### src/rtl/mem_arbiter.sv
// Two-master (CPU/DMA) arbiter in front of a single-ported memory.
// Fair alternation on ties, latched access parameters, per-access timeout abort.
module mem_arbiter #(
  parameter int TIMEOUT = 15
) (
  input  logic        clk,
  input  logic        rst,
  input  logic        cpu_req,
  input  logic        cpu_we,
  input  logic [31:0] cpu_addr,
  input  logic [31:0] cpu_wdata,
  output logic [31:0] cpu_rdata,
  output logic        cpu_done,
  input  logic        dma_req,
  input  logic        dma_we,
  input  logic [31:0] dma_addr,
  input  logic [31:0] dma_wdata,
  output logic [31:0] dma_rdata,
  output logic        dma_done,
  output logic        mem_read,
  output logic        mem_write,
  output logic [31:0] mem_addr,
  output logic [31:0] mem_wdata,
  input  logic [31:0] mem_rdata,
  input  logic        mem_ready,
  output logic        mem_err
);

  localparam int CNT_W = (TIMEOUT < 1) ? 1 : $clog2(TIMEOUT + 1);
  localparam logic [CNT_W-1:0] TIMEOUT_C = CNT_W'(TIMEOUT);
  localparam logic [CNT_W-1:0] CNT_ZERO  = CNT_W'(0);
  localparam logic [CNT_W-1:0] CNT_ONE   = CNT_W'(1);
  localparam logic LAST_CPU = 1'b0;
  localparam logic LAST_DMA = 1'b1;

  typedef enum logic [1:0] {
    IDLE    = 2'd0,
    CPU_ACC = 2'd1,
    DMA_ACC = 2'd2
  } state_t;

  state_t           state_r;
  state_t           state_next_s;
  logic             last_grant_r;
  logic [CNT_W-1:0] cnt_r;

  logic             cpu_elig_s;
  logic             dma_elig_s;
  logic             grant_cpu_s;
  logic             grant_dma_s;
  logic             finish_s;
  logic             abort_s;
  logic             owner_dma_s;

  logic [31:0]      cpu_rdata_r;
  logic [31:0]      dma_rdata_r;
  logic             cpu_done_r;
  logic             dma_done_r;
  logic             mem_read_r;
  logic             mem_write_r;
  logic [31:0]      mem_addr_r;
  logic [31:0]      mem_wdata_r;
  logic             mem_err_r;

  // A requester in its done cycle is not eligible, so a held req is re-evaluated one cycle later.
  assign cpu_elig_s  = cpu_req & ~cpu_done_r;
  assign dma_elig_s  = dma_req & ~dma_done_r;
  assign owner_dma_s = (state_r == DMA_ACC);

  // State register.
  always_ff @(posedge clk or posedge rst) begin
    if (rst) begin
      state_r <= IDLE;
    end else begin
      state_r <= state_next_s;
    end
  end

  // Next-state, grant and completion decode.
  always_comb begin
    state_next_s = state_r;
    grant_cpu_s  = 1'b0;
    grant_dma_s  = 1'b0;
    finish_s     = 1'b0;
    abort_s      = 1'b0;
    case (state_r)
      IDLE: begin
        if (cpu_elig_s && dma_elig_s) begin
          if (last_grant_r == LAST_DMA) begin
            grant_cpu_s = 1'b1;
          end else begin
            grant_dma_s = 1'b1;
          end
        end else if (cpu_elig_s) begin
          grant_cpu_s = 1'b1;
        end else if (dma_elig_s) begin
          grant_dma_s = 1'b1;
        end else begin
          grant_cpu_s = 1'b0;
        end
        if (grant_cpu_s) begin
          state_next_s = CPU_ACC;
        end else if (grant_dma_s) begin
          state_next_s = DMA_ACC;
        end else begin
          state_next_s = IDLE;
        end
      end
      CPU_ACC, DMA_ACC: begin
        // A ready on the timeout edge still counts as a normal completion.
        if (mem_ready) begin
          finish_s     = 1'b1;
          state_next_s = IDLE;
        end else if (cnt_r == TIMEOUT_C) begin
          abort_s      = 1'b1;
          state_next_s = IDLE;
        end else begin
          state_next_s = state_r;
        end
      end
      default: begin
        state_next_s = IDLE;
      end
    endcase
  end

  // Access latching, memory strobes, wait counter, done/err pulses and read data capture.
  always_ff @(posedge clk or posedge rst) begin
    if (rst) begin
      last_grant_r <= LAST_DMA;
      cnt_r        <= CNT_ZERO;
      cpu_rdata_r  <= 32'd0;
      dma_rdata_r  <= 32'd0;
      cpu_done_r   <= 1'b0;
      dma_done_r   <= 1'b0;
      mem_read_r   <= 1'b0;
      mem_write_r  <= 1'b0;
      mem_addr_r   <= 32'd0;
      mem_wdata_r  <= 32'd0;
      mem_err_r    <= 1'b0;
    end else begin
      cpu_done_r <= 1'b0;
      dma_done_r <= 1'b0;
      mem_err_r  <= 1'b0;
      if (grant_cpu_s) begin
        mem_read_r  <= ~cpu_we;
        mem_write_r <= cpu_we;
        mem_addr_r  <= cpu_addr;
        mem_wdata_r <= cpu_wdata;
        cnt_r       <= CNT_ZERO;
      end else if (grant_dma_s) begin
        mem_read_r  <= ~dma_we;
        mem_write_r <= dma_we;
        mem_addr_r  <= dma_addr;
        mem_wdata_r <= dma_wdata;
        cnt_r       <= CNT_ZERO;
      end else if (finish_s || abort_s) begin
        mem_read_r  <= 1'b0;
        mem_write_r <= 1'b0;
        mem_addr_r  <= 32'd0;
        mem_wdata_r <= 32'd0;
        cnt_r       <= CNT_ZERO;
        mem_err_r   <= abort_s;
        if (owner_dma_s) begin
          dma_done_r   <= 1'b1;
          last_grant_r <= LAST_DMA;
          if (finish_s && mem_read_r) begin
            dma_rdata_r <= mem_rdata;
          end
        end else begin
          cpu_done_r   <= 1'b1;
          last_grant_r <= LAST_CPU;
          if (finish_s && mem_read_r) begin
            cpu_rdata_r <= mem_rdata;
          end
        end
      end else if (state_r != IDLE) begin
        cnt_r <= cnt_r + CNT_ONE;
      end
    end
  end

  assign cpu_rdata = cpu_rdata_r;
  assign dma_rdata = dma_rdata_r;
  assign cpu_done  = cpu_done_r;
  assign dma_done  = dma_done_r;
  assign mem_read  = mem_read_r;
  assign mem_write = mem_write_r;
  assign mem_addr  = mem_addr_r;
  assign mem_wdata = mem_wdata_r;
  assign mem_err   = mem_err_r;

endmodule

### config.mk
export PLATFORM = sky130hd
export DESIGN_NAME = mem_arbiter
export DESIGN_NICKNAME = d
export VERILOG_FILES = /design/src/rtl/mem_arbiter.sv
export SDC_FILE = /design/constraint.sdc
export NUM_CORES = 1
export LEC_CHECK = 0
export ABC_AREA = 0
export BUFFER_PORTS_ARGS = -buffer_cell sky130_fd_sc_hd__buf_2
export CORE_MARGIN = 4
export CORE_UTILIZATION = 25
export DETAILED_ROUTE_END_ITERATION = 16
export SYNTH_ARGS = -nofsm -noshare
export SYNTH_HDL_FRONTEND = slang
export SYNTH_SLANG_ARGS = --single-unit
### constraint.sdc
create_clock -name clk -period 4.55 [get_ports clk]
set_input_delay 0.455 -clock clk [delete_from_list [all_inputs] [get_ports clk]]
set_output_delay 0.455 -clock clk [all_outputs]
set_load 0.02 [all_outputs]
==> impl_metrics.xml <==
<?xml version="1.0" encoding="UTF-8"?>
<metrics>
  <group name="placement">
    <metric name="dp_hpwl" unit="mm">11.77</metric>
    <metric name="portBuffers" unit="">299</metric>
    <metric name="placed_instance_count" unit="">973</metric>
    <metric name="replace_congestion" unit="">0.7689</metric>
  </group>
  <group name="finish">
    <metric name="syn_to_final_growth" unit="%">41.42</metric>
    <metric name="final_common_cell" unit="">sky130_fd_sc_hd__buf_2</metric>
    <metric name="proportion_of_layout_cells_with_a_drive_suffix_above_1" unit="%">55.97</metric>
    <metric name="post-route-util" unit="%">36.04</metric>
    <metric name="antenna_cells" unit="">0</metric>
    <metric name="post_layout_nonfiller_instances" unit="">1005</metric>
    <metric name="finish.net_count" unit="">878</metric>
    <metric name="final_cell_mix" unit="">sky130_fd_sc_hd__buf_2 (299), sky130_fd_sc_hd__dfrtp_1 (139), sky130_fd_sc_hd__a221o_1 (66)</metric>
  </group>
  <group name="detailed_routing">
    <metric name="drt_first_iter_violations" unit="">183</metric>
    <metric name="remaining_drc_errors" unit="">0</metric>
    <metric name="drt.antenna.violating_nets" unit="">0</metric>
    <metric name="met3RoutedLength" unit="mm">1.249</metric>
    <metric name="wl_met2" unit="mm">7.697</metric>
    <metric name="post_drt_via_cell_ratio" unit="">4.434</metric>
    <metric name="routed_wirelength" unit="mm">16.50</metric>
    <metric name="top_layer" unit="">met4</metric>
    <metric name="drt_first_pass_iters" unit="">4</metric>
    <metric name="wl_met1" unit="mm">7.347</metric>
    <metric name="via_count" unit="">4456</metric>
    <metric name="detail_route.wl_per_cell" unit="um">16.41</metric>
  </group>
  <group name="global_route">
    <metric name="grtUsageTotal" unit="%">12.93</metric>
    <metric name="grt_first_pass_wirelength" unit="mm">26.31</metric>
    <metric name="pin_count_of_the_biggest_net_entering_global_routing" unit="">99</metric>
    <metric name="initial_antenna_violation_count" unit="">0</metric>
    <metric name="grt.overflow.total" unit="">0</metric>
    <metric name="vias_in_the_first_global_route" unit="">4821</metric>
  </group>
  <group name="die">
    <metric name="effective_utilization_at_floorplan" unit="%">25.48</metric>
    <metric name="die_area" unit="mm2">0.02557</metric>
    <metric name="die_height" unit="um">159.9</metric>
    <metric name="placement_rows" unit="">55</metric>
    <metric name="boundaryPins" unit="">300</metric>
    <metric name="fp.dieW" unit="um">159.9</metric>
    <metric name="placeableCoreArea" unit="mm2">0.02264</metric>
  </group>
  <group name="critical_path">
    <metric name="required_time_of_the_critical_path" unit="ns">4.89</metric>
    <metric name="cp.arrival" unit="ns">3.18</metric>
    <metric name="worst-r2r-setup-slack" unit="ns">1.71</metric>
    <metric name="critPathCaptureType" unit="">flip-flop</metric>
    <metric name="worst-r2r-cell-count" unit="">7</metric>
    <metric name="reg2reg_from" unit="">state_r[1]</metric>
    <metric name="critical_path_class" unit="">flip-flop to flip-flop</metric>
    <metric name="critPathLaunchType" unit="">flip-flop</metric>
    <metric name="worstReg2RegEnd" unit="">mem_wdata[12]</metric>
    <metric name="crit_path_max_fanout" unit="">44</metric>
  </group>
  <group name="cts">
    <metric name="clock_sink_count" unit="">140</metric>
    <metric name="cts_max_level" unit="">4</metric>
    <metric name="cts-hold-fix-buffers" unit="">0</metric>
    <metric name="clkSlewWorstSetupHoldPaths" unit="ns">0.06</metric>
    <metric name="clock_tree.root_cell" unit="">sky130_fd_sc_hd__clkbuf_16</metric>
    <metric name="post_cts_resized" unit="">0</metric>
    <metric name="tritoncts" unit="">yes</metric>
    <metric name="cts_post_setup_buffers_inserted" unit="">0</metric>
    <metric name="insertion_delay" unit="ns">0.41</metric>
    <metric name="clk_path_buf_depth" unit="">2</metric>
    <metric name="cts_made_buffers" unit="">17</metric>
  </group>
  <group name="sta">
    <metric name="worst_pin_slew" unit="ns">1.072</metric>
    <metric name="clock_skews" unit="ns">0.01060</metric>
    <metric name="unrepaired_setup_endpoints_after_global_routing" unit="">no</metric>
    <metric name="finalCriticalPeriod" unit="ns">2.840</metric>
    <metric name="report.final.slew_viol_count" unit="">0</metric>
    <metric name="maxSlewHeadroom" unit="%">28.40</metric>
    <metric name="maxClockFrequency" unit="MHz">352.1</metric>
    <metric name="layout_worst_path_cycle_share" unit="%">62.41</metric>
    <metric name="totalNegativeSetupSlack" unit="ns">0</metric>
    <metric name="hold_violations" unit="">0</metric>
    <metric name="report.final.setup_viol" unit="">0</metric>
  </group>
  <group name="logic_synthesis">
    <metric name="syn_avg_cell_area" unit="um2">14.00</metric>
    <metric name="synth.largest_area_cell" unit="">sky130_fd_sc_hd__dfrtp_1</metric>
    <metric name="ys_top_cells_by_area" unit="">sky130_fd_sc_hd__dfrtp_1 (60%), sky130_fd_sc_hd__mux2_2 (12%), sky130_fd_sc_hd__a221o_1 (11%)</metric>
    <metric name="ff_latch_count_synth" unit="">140</metric>
    <metric name="mappedNetlistNets" unit="">583</metric>
    <metric name="netlist-cell-type-count" unit="">33</metric>
    <metric name="top_cell_type_s_share_of_synthesized_area" unit="%">60.29</metric>
    <metric name="netlist_instances" unit="">412</metric>
    <metric name="synth.yosys.seq_area_share" unit="%">60.75</metric>
    <metric name="ys_warn_count" unit="">0</metric>
    <metric name="synth.cell_area" unit="mm2">0.005769</metric>
  </group>
  <group name="power_and_ir_drop">
    <metric name="power_per_cell_area" unit="mW/mm2">766.3</metric>
    <metric name="irDropWorstVdd" unit="mV">0.2895</metric>
    <metric name="power.static_leakage" unit="uW">0.004173</metric>
  </group>
  <group name="outcome">
    <metric name="run_status" unit="">finished, final reports clean</metric>
  </group>
  <group name="flow_run">
    <metric name="drv.max_cap_violation_count" unit="">0</metric>
  </group>
  <group name="hold_path">
    <metric name="hp-class" unit="">input port to asynchronous set/reset pin</metric>
  </group>
</metrics>
cells in the mapped netlist, drive strengths merged:
| cell | n |
|---|---|
| nand3b | 1 |
| or4 | 1 |
| nor2b | 3 |
| mux2 | 65 |
| or3 | 1 |
| o311a | 1 |
| nand4 | 2 |
| and2 | 65 |
| dfstp | 1 |
| o21a | 1 |
| inv | 5 |
| ha | 4 |
| nand4b | 1 |
| o21ai | 2 |
| buf | 14 |
| a221o | 66 |
| a31oi | 1 |
| nor2 | 3 |
| nand2 | 8 |
| nand2b | 1 |
| and3b | 1 |
| a21o | 1 |
| dfrtp | 139 |
| nor4b | 2 |
| clkbuf | 14 |
| nand3 | 3 |
| a21oi | 5 |
| nor3 | 1 |
registers in the layout, indices dropped and copies added (netlist names):
signal and count:
mem_err 1, mem_read 1, dma_done 1, mem_addr 32, cpu_done 1, cpu_rdata 32
cnt_r 4, mem_write 1, mem_wdata 32, dma_rdata 32, last_grant_r 1, state_r 2
worst max path at each step:
stage / end / cells after the start / slack (ns) / startpoint
4_1_cts: mem_wdata[12] / 7 / 1.66 / state_r[0]
5_1_grt: mem_wdata[12] / 7 / 1.46 / state_r[0]
6_report: mem_wdata[12] / 7 / 1.71 / state_r[1]
3_5_place_dp: mem_addr[29] / 7 / 1.69 / state_r[1]
2_1_floorplan: cnt_r[0] / 1 / 0.34 / rst
3_3_place_gp: mem_addr[29] / 7 / 1.77 / state_r[0]
layout make-up:
cell class,instances,area (um2)
well taps,285,356.6
flip-flops and latches,140,3505
fillers,2234,14480
clock buffers,18,429.2
repair buffers,304,1534
inverters,5,23.77
multi-input cells,239,2117
clock inverters,14,193.9
routing by layer:
metal  GRT usage (%)  vias up
met3           4.723       13
met5               0        -
li1                -     2123
met2           20.68      201
met4           3.989        0
met1           16.43     2119
cell families after synthesis:
group,count (synthesis),share of synthesized area (%)
compound gates,77,12.60
simple gates,93,10.08
fa+ha+maj,4,0.8675
flops,140,60.75
mux,65,12.69
buf+inv,33,3.014
critical path: stages, from the launching register on:
cell,delay [ns]
sky130_fd_sc_hd__dfrtp_1,0.37
sky130_fd_sc_hd__inv_1,0.07
sky130_fd_sc_hd__ha_1,0.34
sky130_fd_sc_hd__nand2_1,0.30
sky130_fd_sc_hd__nand2_1,0.21
sky130_fd_sc_hd__nor2_4,0.85
sky130_fd_sc_hd__buf_4,0.43
sky130_fd_sc_hd__a221o_1,0.21
metrics by stage:
step           setup slack (ns)  instance area, um2  total power (uW)  hold WS (ns)
4_1_cts                   1.664                8159              6362        0.2281
5_1_grt                   1.465                8159              6677        0.2378
6_report                  1.710                8159              6253        0.2221
2_1_floorplan            0.3438                5769              3901        0.5009
3_5_place_dp              1.685                7536              4851        0.4710
3_3_place_gp              1.775                7536              4801        0.4640
report_power, final:
part / internal, uW / leakage [uW] / switching, uW / total (uW)
Combinational: 1080 / 0.00210 / 1580 / 2660
Clock: 919 / 0.000289 / 552 / 1470
Sequential: 1820 / 0.00178 / 300 / 2120
Total: 3820 / 0.00417 / 2440 / 6250
Note: power is estimated with default switching activity, not from simulation.
